[config.mk]
export PLATFORM = sky130hd
export DESIGN_NAME = wb_unit
export DESIGN_NICKNAME = d
export VERILOG_FILES = /design/src/rtl/wb_unit_pkg.sv /design/src/rtl/wb_unit_load_align.sv /design/src/rtl/wb_unit.sv
export SDC_FILE = /design/constraint.sdc
export NUM_CORES = 1
export LEC_CHECK = 0
export ABC_CLOCK_PERIOD_IN_PS = 2200
export CORE_MARGIN = 5
export CORE_UTILIZATION = 40
export DETAILED_ROUTE_END_ITERATION = 16
export PLACE_DENSITY = 0.76
export SLEW_MARGIN = 40
export SYNTH_ARGS = -nofsm -noshare
export SYNTH_HDL_FRONTEND = slang
export SYNTH_SLANG_ARGS = --single-unit
export TNS_END_PERCENT = 10
[constraint.sdc]
create_clock -name clk_i -period 2.2 [get_ports clk_i]
set_clock_uncertainty 0.05 [all_clocks]
set_input_delay 0.44 -clock clk_i [delete_from_list [all_inputs] [get_ports clk_i]]
set_output_delay 0.44 -clock clk_i [all_outputs]
set_load 0.01 [all_outputs]
[src/rtl/wb_unit_pkg.sv]
// Shared writeback-stage types: write-data select, load size and FSM state encodings.
package wb_unit_pkg;

  typedef enum logic [1:0] {
    WB_PC  = 2'b00,
    WB_CSR = 2'b01,
    WB_MEM = 2'b10,
    WB_ALU = 2'b11
  } wb_sel_e;

  typedef enum logic [1:0] {
    LD_B = 2'b00,
    LD_H = 2'b01,
    LD_W = 2'b10
  } ld_size_e;

  typedef enum logic [1:0] {
    IDLE     = 2'b00,
    WAIT_MEM = 2'b01,
    DRAIN    = 2'b10
  } wb_state_e;

  // Load attributes held while the memory response is outstanding.
  typedef struct packed {
    logic [1:0] size;
    logic       uns;
    logic [1:0] addr_lo;
    logic       we;
  } ld_ctl_t;

endpackage

[src/rtl/wb_unit_load_align.sv]
// Combinational load extraction: shifts the addressed byte/half down and sign/zero-extends it.
module wb_unit_load_align
  import wb_unit_pkg::*;
#(
  parameter int unsigned XLEN = 32
) (
  input  logic [XLEN-1:0] rdata_i,
  input  logic [1:0]      size_i,
  input  logic            uns_i,
  input  logic [1:0]      addr_lo_i,
  output logic [XLEN-1:0] data_o
);

  logic [4:0]      sh;
  logic [XLEN-1:0] v;

  always_comb begin
    sh = 5'd0;
    unique case (size_i)
      LD_B:    sh = {addr_lo_i, 3'b000};
      LD_H:    sh = {addr_lo_i[1], 4'b0000};
      default: sh = 5'd0;
    endcase
  end

  assign v = rdata_i >> sh;

  always_comb begin
    data_o = v;
    unique case (size_i)
      LD_B:    data_o = {{(XLEN-8){v[7] & ~uns_i}}, v[7:0]};
      LD_H:    data_o = {{(XLEN-16){v[15] & ~uns_i}}, v[15:0]};
      default: data_o = v;
    endcase
  end

endmodule

[src/rtl/wb_unit.sv]
// Register-file writeback unit: result select, variable-latency load wait with timeout,
// flush handling and sticky error flags.
module wb_unit
  import wb_unit_pkg::*;
#(
  parameter int unsigned XLEN        = 32,
  parameter int unsigned RADDR_W     = 5,
  parameter int unsigned PC_INC      = 4,
  parameter int unsigned MEM_TIMEOUT = 16
) (
  input  logic               clk_i,
  input  logic               rst_ni,
  input  logic               in_valid_i,
  output logic               in_ready_o,
  input  logic [XLEN-1:0]    in_pc_i,
  input  logic [XLEN-1:0]    in_alu_res_i,
  input  logic [XLEN-1:0]    in_csr_rd_i,
  input  logic [1:0]         in_sel_i,
  input  logic               in_rf_we_i,
  input  logic [RADDR_W-1:0] in_rd_i,
  input  logic [1:0]         in_ld_size_i,
  input  logic               in_ld_uns_i,
  input  logic [1:0]         in_addr_lo_i,
  input  logic               flush_i,
  input  logic               mem_rvalid_i,
  input  logic [XLEN-1:0]    mem_rdata_i,
  output logic               rf_we_o,
  output logic [RADDR_W-1:0] rf_waddr_o,
  output logic [XLEN-1:0]    rf_wdata_o,
  output logic               err_timeout_o,
  output logic               err_spurious_o
);

  localparam int unsigned CntW = $clog2(MEM_TIMEOUT + 1);

  wb_state_e          state_q, state_d;
  logic [CntW-1:0]    cnt_q, cnt_d;
  ld_ctl_t            ld_q, ld_d;
  logic [RADDR_W-1:0] ld_rd_q, ld_rd_d;
  logic               rf_we_q, rf_we_d;
  logic [RADDR_W-1:0] rf_waddr_q, rf_waddr_d;
  logic [XLEN-1:0]    rf_wdata_q, rf_wdata_d;
  logic               err_to_q, err_to_d;
  logic               err_sp_q, err_sp_d;

  logic               accept;
  logic               is_load;
  logic [XLEN-1:0]    mux_data;
  logic [XLEN-1:0]    ld_data;

  wb_unit_load_align #(
    .XLEN (XLEN)
  ) u_load_align (
    .rdata_i   (mem_rdata_i),
    .size_i    (ld_q.size),
    .uns_i     (ld_q.uns),
    .addr_lo_i (ld_q.addr_lo),
    .data_o    (ld_data)
  );

  // rst_ni gating keeps in_ready low for the whole reset assertion, not only after the edge.
  assign in_ready_o = rst_ni & ((state_q == IDLE) |
                                ((state_q == WAIT_MEM) & mem_rvalid_i & ~flush_i));
  assign accept     = in_valid_i & in_ready_o & ~flush_i;
  assign is_load    = (wb_sel_e'(in_sel_i) == WB_MEM);

  always_comb begin
    mux_data = in_alu_res_i;
    unique case (wb_sel_e'(in_sel_i))
      WB_PC:   mux_data = in_pc_i + XLEN'(PC_INC);
      WB_CSR:  mux_data = in_csr_rd_i;
      default: mux_data = in_alu_res_i;
    endcase
  end

  always_comb begin
    state_d    = state_q;
    cnt_d      = cnt_q;
    ld_d       = ld_q;
    ld_rd_d    = ld_rd_q;
    rf_we_d    = 1'b0;
    rf_waddr_d = rf_waddr_q;
    rf_wdata_d = rf_wdata_q;
    err_to_d   = err_to_q;
    err_sp_d   = err_sp_q;

    unique case (state_q)
      IDLE: begin
        if (mem_rvalid_i) err_sp_d = 1'b1;
        if (accept) begin
          if (is_load) begin
            ld_d    = '{size: in_ld_size_i, uns: in_ld_uns_i, addr_lo: in_addr_lo_i,
                        we: in_rf_we_i};
            ld_rd_d = in_rd_i;
            cnt_d   = '0;
            state_d = WAIT_MEM;
          end else begin
            rf_we_d    = in_rf_we_i & (in_rd_i != '0);
            rf_waddr_d = in_rd_i;
            rf_wdata_d = mux_data;
          end
        end
      end
      WAIT_MEM: begin
        if (mem_rvalid_i) begin
          state_d = IDLE;
          if (!flush_i) begin
            rf_we_d    = ld_q.we & (ld_rd_q != '0);
            rf_waddr_d = ld_rd_q;
            rf_wdata_d = ld_data;
            if (accept) begin
              if (is_load) begin
                ld_d    = '{size: in_ld_size_i, uns: in_ld_uns_i, addr_lo: in_addr_lo_i,
                            we: in_rf_we_i};
                ld_rd_d = in_rd_i;
                cnt_d   = '0;
                state_d = WAIT_MEM;
              end else begin
                // Write port already taken by the load; the non-load is dropped.
                err_sp_d = 1'b1;
              end
            end
          end
        end else if (flush_i) begin
          state_d = DRAIN;
        end else begin
          cnt_d = cnt_q + 1'b1;
          if (cnt_d == CntW'(MEM_TIMEOUT)) begin
            err_to_d = 1'b1;
            state_d  = DRAIN;
          end
        end
      end
      DRAIN: begin
        if (mem_rvalid_i) state_d = IDLE;
      end
      default: state_d = IDLE;
    endcase
  end

  always_ff @(posedge clk_i or negedge rst_ni) begin
    if (!rst_ni) begin
      state_q    <= IDLE;
      cnt_q      <= '0;
      ld_q       <= '0;
      ld_rd_q    <= '0;
      rf_we_q    <= 1'b0;
      rf_waddr_q <= '0;
      rf_wdata_q <= '0;
      err_to_q   <= 1'b0;
      err_sp_q   <= 1'b0;
    end else begin
      state_q    <= state_d;
      cnt_q      <= cnt_d;
      ld_q       <= ld_d;
      ld_rd_q    <= ld_rd_d;
      rf_we_q    <= rf_we_d;
      rf_waddr_q <= rf_waddr_d;
      rf_wdata_q <= rf_wdata_d;
      err_to_q   <= err_to_d;
      err_sp_q   <= err_sp_d;
    end
  end

  assign rf_we_o        = rf_we_q;
  assign rf_waddr_o     = rf_waddr_q;
  assign rf_wdata_o     = rf_wdata_q;
  assign err_timeout_o  = err_to_q;
  assign err_spurious_o = err_sp_q;

endmodule

==> results_dict.tcl <==
set metrics [dict create \
    hold_viol_final 0 \
    timing.fmax_mhz 468 \
    cts_tree "yes" \
    critPathSlowestCell "clkdlybuf4s50_1" \
    synth.net_count 661 \
    fin_crit_sh 0.970 \
    synthAdderAreaFrac 0.00571 \
    die_y_um 115 \
    grt_pass1_vias 5273 \
    yosysTopAreaCellShare 0.331 \
    regArea_mm2 0.00145 \
    cts_buffers 9 \
    num_io_pins 187 \
    first_pass_iters 6 \
    peakVddDrop_v 0.000404 \
    core_mm2 0.0108 \
    pwr-share-clk 0.258 \
    cp-start-kind "input port" \
    ant_nets 0 \
    dieWidth_um 115 \
    syn_avg_cell_area_um2 8.54 \
    holdCritPathClass "input port to async pin" \
    drv_cap 0 \
    synth_edf_count 0 \
    yosysWarnings 0 \
    cpPeakStageDelay_ns 0.44 \
    viasPerCell 5.88 \
    fin_tns_setup_ns 0 \
    min_period_ns 2.13 \
    synthTopCellsByArea "dfrtp_1, mux2_2, a221oi_1" \
    setup_ws_ns 0.0653 \
    grtUsageTotal 0.280 \
    synthesis.area_mm2 0.00438 \
    synthMuxAreaShare 0.114 \
    synth_top_family_by_area "simple AND/OR/NAND/NOR gates" \
    rsz0062_at_grt "no" \
    die_area_mm2 0.0131 \
    comb_power_share 0.411 \
    tightest_slew_ns 0.533 \
    power.switching_mw 1.54 \
    layout-drive-gt1-share 0.233 \
    cts-root-buf "clkbuf_8" \
    dp_slack_ns -0.512 \
    antenna_cells 0 \
    cts.sinks 58 \
    start_util 0.406 \
    routed_wl_um 19300 \
    antenna_found_initial 0 \
    ys.flop_type "dfrtp_1" \
    yosys.area_share.simple 0.244 \
    multi_input_area_mm2 0.00291 \
    setup_viol 0 \
    final_common_cell "clkdlybuf4s50_1" \
    finalNetCount 916 \
    num_rows 38 \
    io_buffers 186 \
    synthXorXnorAreaFrac 0.0380 \
    place.gp.congestion 0.927 \
    cp.required_ns 2.38 \
    final_cell_mix "clkdlybuf4s50_1, buf_4, nand2_1" \
    wl_per_cell_um 21.1 \
    place_inst 893 \
    instances_no_fill 913 \
    ys_ff_latch 58 \
    grt_max_degree 41 \
    clk_latency_ns 0.35 \
    end_kind "flip-flop" \
    clkTransAtPathRegs_ns 0.08 \
    status "complete, no violations" \
    cp_cell_sequence "clkdlybuf4s50_1 > nand4bb_1 > or2_0 > buf_12 > buf_4 > a221oi_1 > a221oi_2" \
    slew_violations 0 \
    internal_power_mw 2.99 \
    route.detailed.drc 0 \
    crit_arrival_ns 2.31 \
    ys_seq_area_frac 0.331 \
    clock_path_buffers 2 \
    seqPwrFrac 0.331 \
    slew_headroom 0.644 \
    drt-initial-drc-count 456 \
    crit_fanout 15 \
    worst-setup-path-type "input port to flip-flop" \
    yosysUniqueCellTypes 57 \
    power_density_mw_per_mm2 612 \
    synth-compound-area-share 0.224 \
    vias 5371 \
    yosysTopAreaCell "dfrtp_1" \
    syn_inst 513 \
    fill_cells 882 \
    post-dp-hpwl_um 15100 \
    sw_frac_of_total 0.340 \
    h-tree-depth 3 \
    synthArstFlopShare 1.00 \
    grt-ovfl-total 0 \
    power_mw 4.53 \
    power_leakage_nw 3.02 \
    grt_pass1_wl_um 28400 \
    syn_to_final_growth_pct 68.8 \
]
[synthesized netlist by cell type, types with 2 or more instances]
cell type / count
nand4_1: 8
a221o_1: 3
or4_1: 4
or2_2: 2
or3_1: 3
nand3_1: 13
nand2b_1: 25
inv_1: 13
o21a_1: 3
a21oi_1: 16
mux2_2: 26
nor2b_1: 6
a211oi_1: 7
nand2_1: 72
a22oi_1: 9
buf_2: 4
xnor2_1: 8
o21ai_1: 8
o21ai_0: 25
o31a_1: 3
ha_1: 2
xor2_1: 11
nor2_1: 41
nor3_1: 10
nor4_1: 6
a31oi_1: 11
clkbuf_1: 27
o211ai_1: 4
dfrtp_1: 58
a221oi_1: 32
buf_1: 2
mux4_2: 7
and4_1: 3
nand3b_1: 2
mux2i_1: 5
a221oi_2: 2
o22ai_1: 12
[path summary, 6_finish.rpt]
check	from	end	slack, ns	cells after the start
worst max-delay path	flush_i	rf_wdata_o[28]	0.07	7
worst min-delay path	rst_ni	rf_wdata_o[21]	0.07	2
worst max register to register	state_q[1]	rf_wdata_o[28]	0.14	6
worst min register to register	err_timeout_o	err_timeout_o	0.41	1
max in group asynchronous	rst_ni	rf_wdata_o[2]	1.56	2
min in group clk_i	err_timeout_o	err_timeout_o	0.41	1
[timing repair]
item                                    in CTS  in global routing
gates resized for setup                      5                 35
cloned                                       0                  1
pin swaps                                    2                 14
endpoints found under the setup margin       6                 14
hold buffers                                 0                  0
setup buffers                                0                  3
[power groups by stage]
stage                     sequential [mW]  clock, mW  combinational, mW
after CTS                            1.50       1.17               1.82
after global placement               1.50          0               1.78
final                                1.50       1.17               1.86
after global routing                 1.53       1.22               1.98
after detailed placement             1.51          0               1.81
after floorplan                      1.55          0              0.690
[metrics by stage]
step,utilization,hold slack (ns),cell area [um^2]
after floorplan,-,0.0944,4380
final,0.685,0.0663,7400
after global routing,0.685,0.0715,7400
after CTS,0.667,0.0648,7200
after global placement,0.645,0.388,6970
after detailed placement,0.645,0.400,6970
[critical path: cells and delay by family]
kind	cells	cell delay, ns
buf+inv	3	0.80
compound gates	2	0.48
simple gates	2	0.59
[state kept, by name, indices dropped and copies added (netlist names), 2 cells and up]
| signal | flops |
|---|---|
| cnt_q | 5 |
| ld_q | 6 |
| ld_rd_q | 5 |
| rf_waddr_o | 5 |
| rf_wdata_o | 32 |
| state_q | 2 |
[area by class of cell]
| cell class | count | area share |
|---|---|---|
| inverter | 13 | 0.00660 |
| multi-input combinational | 409 | 0.393 |
| tap | 140 | 0.0237 |
| clock buffer | 9 | 0.0167 |
| timing repair buffer | 277 | 0.350 |
| sequential | 58 | 0.196 |
| clock inverter | 7 | 0.0137 |
[routing by layer]
layer  global-route usage  wire length, um
met5                    0                0
met4               0.0895              408
met3               0.0751             1580
met2                0.456             9270
met1                0.363             8040
[cell families (layout without fill, tap and decap cells)]
logic type | after synthesis | after routing
adders and majority gates | 2 | 2
DFF | 58 | 58
muxes | 38 | 38
AOI/OAI and AO/OA | 141 | 141
buffers and inverters | 47 | 306
and+or+nand+nor | 208 | 209
xor gates and xnor gates | 19 | 19
(Power assumes the default switching activity.)
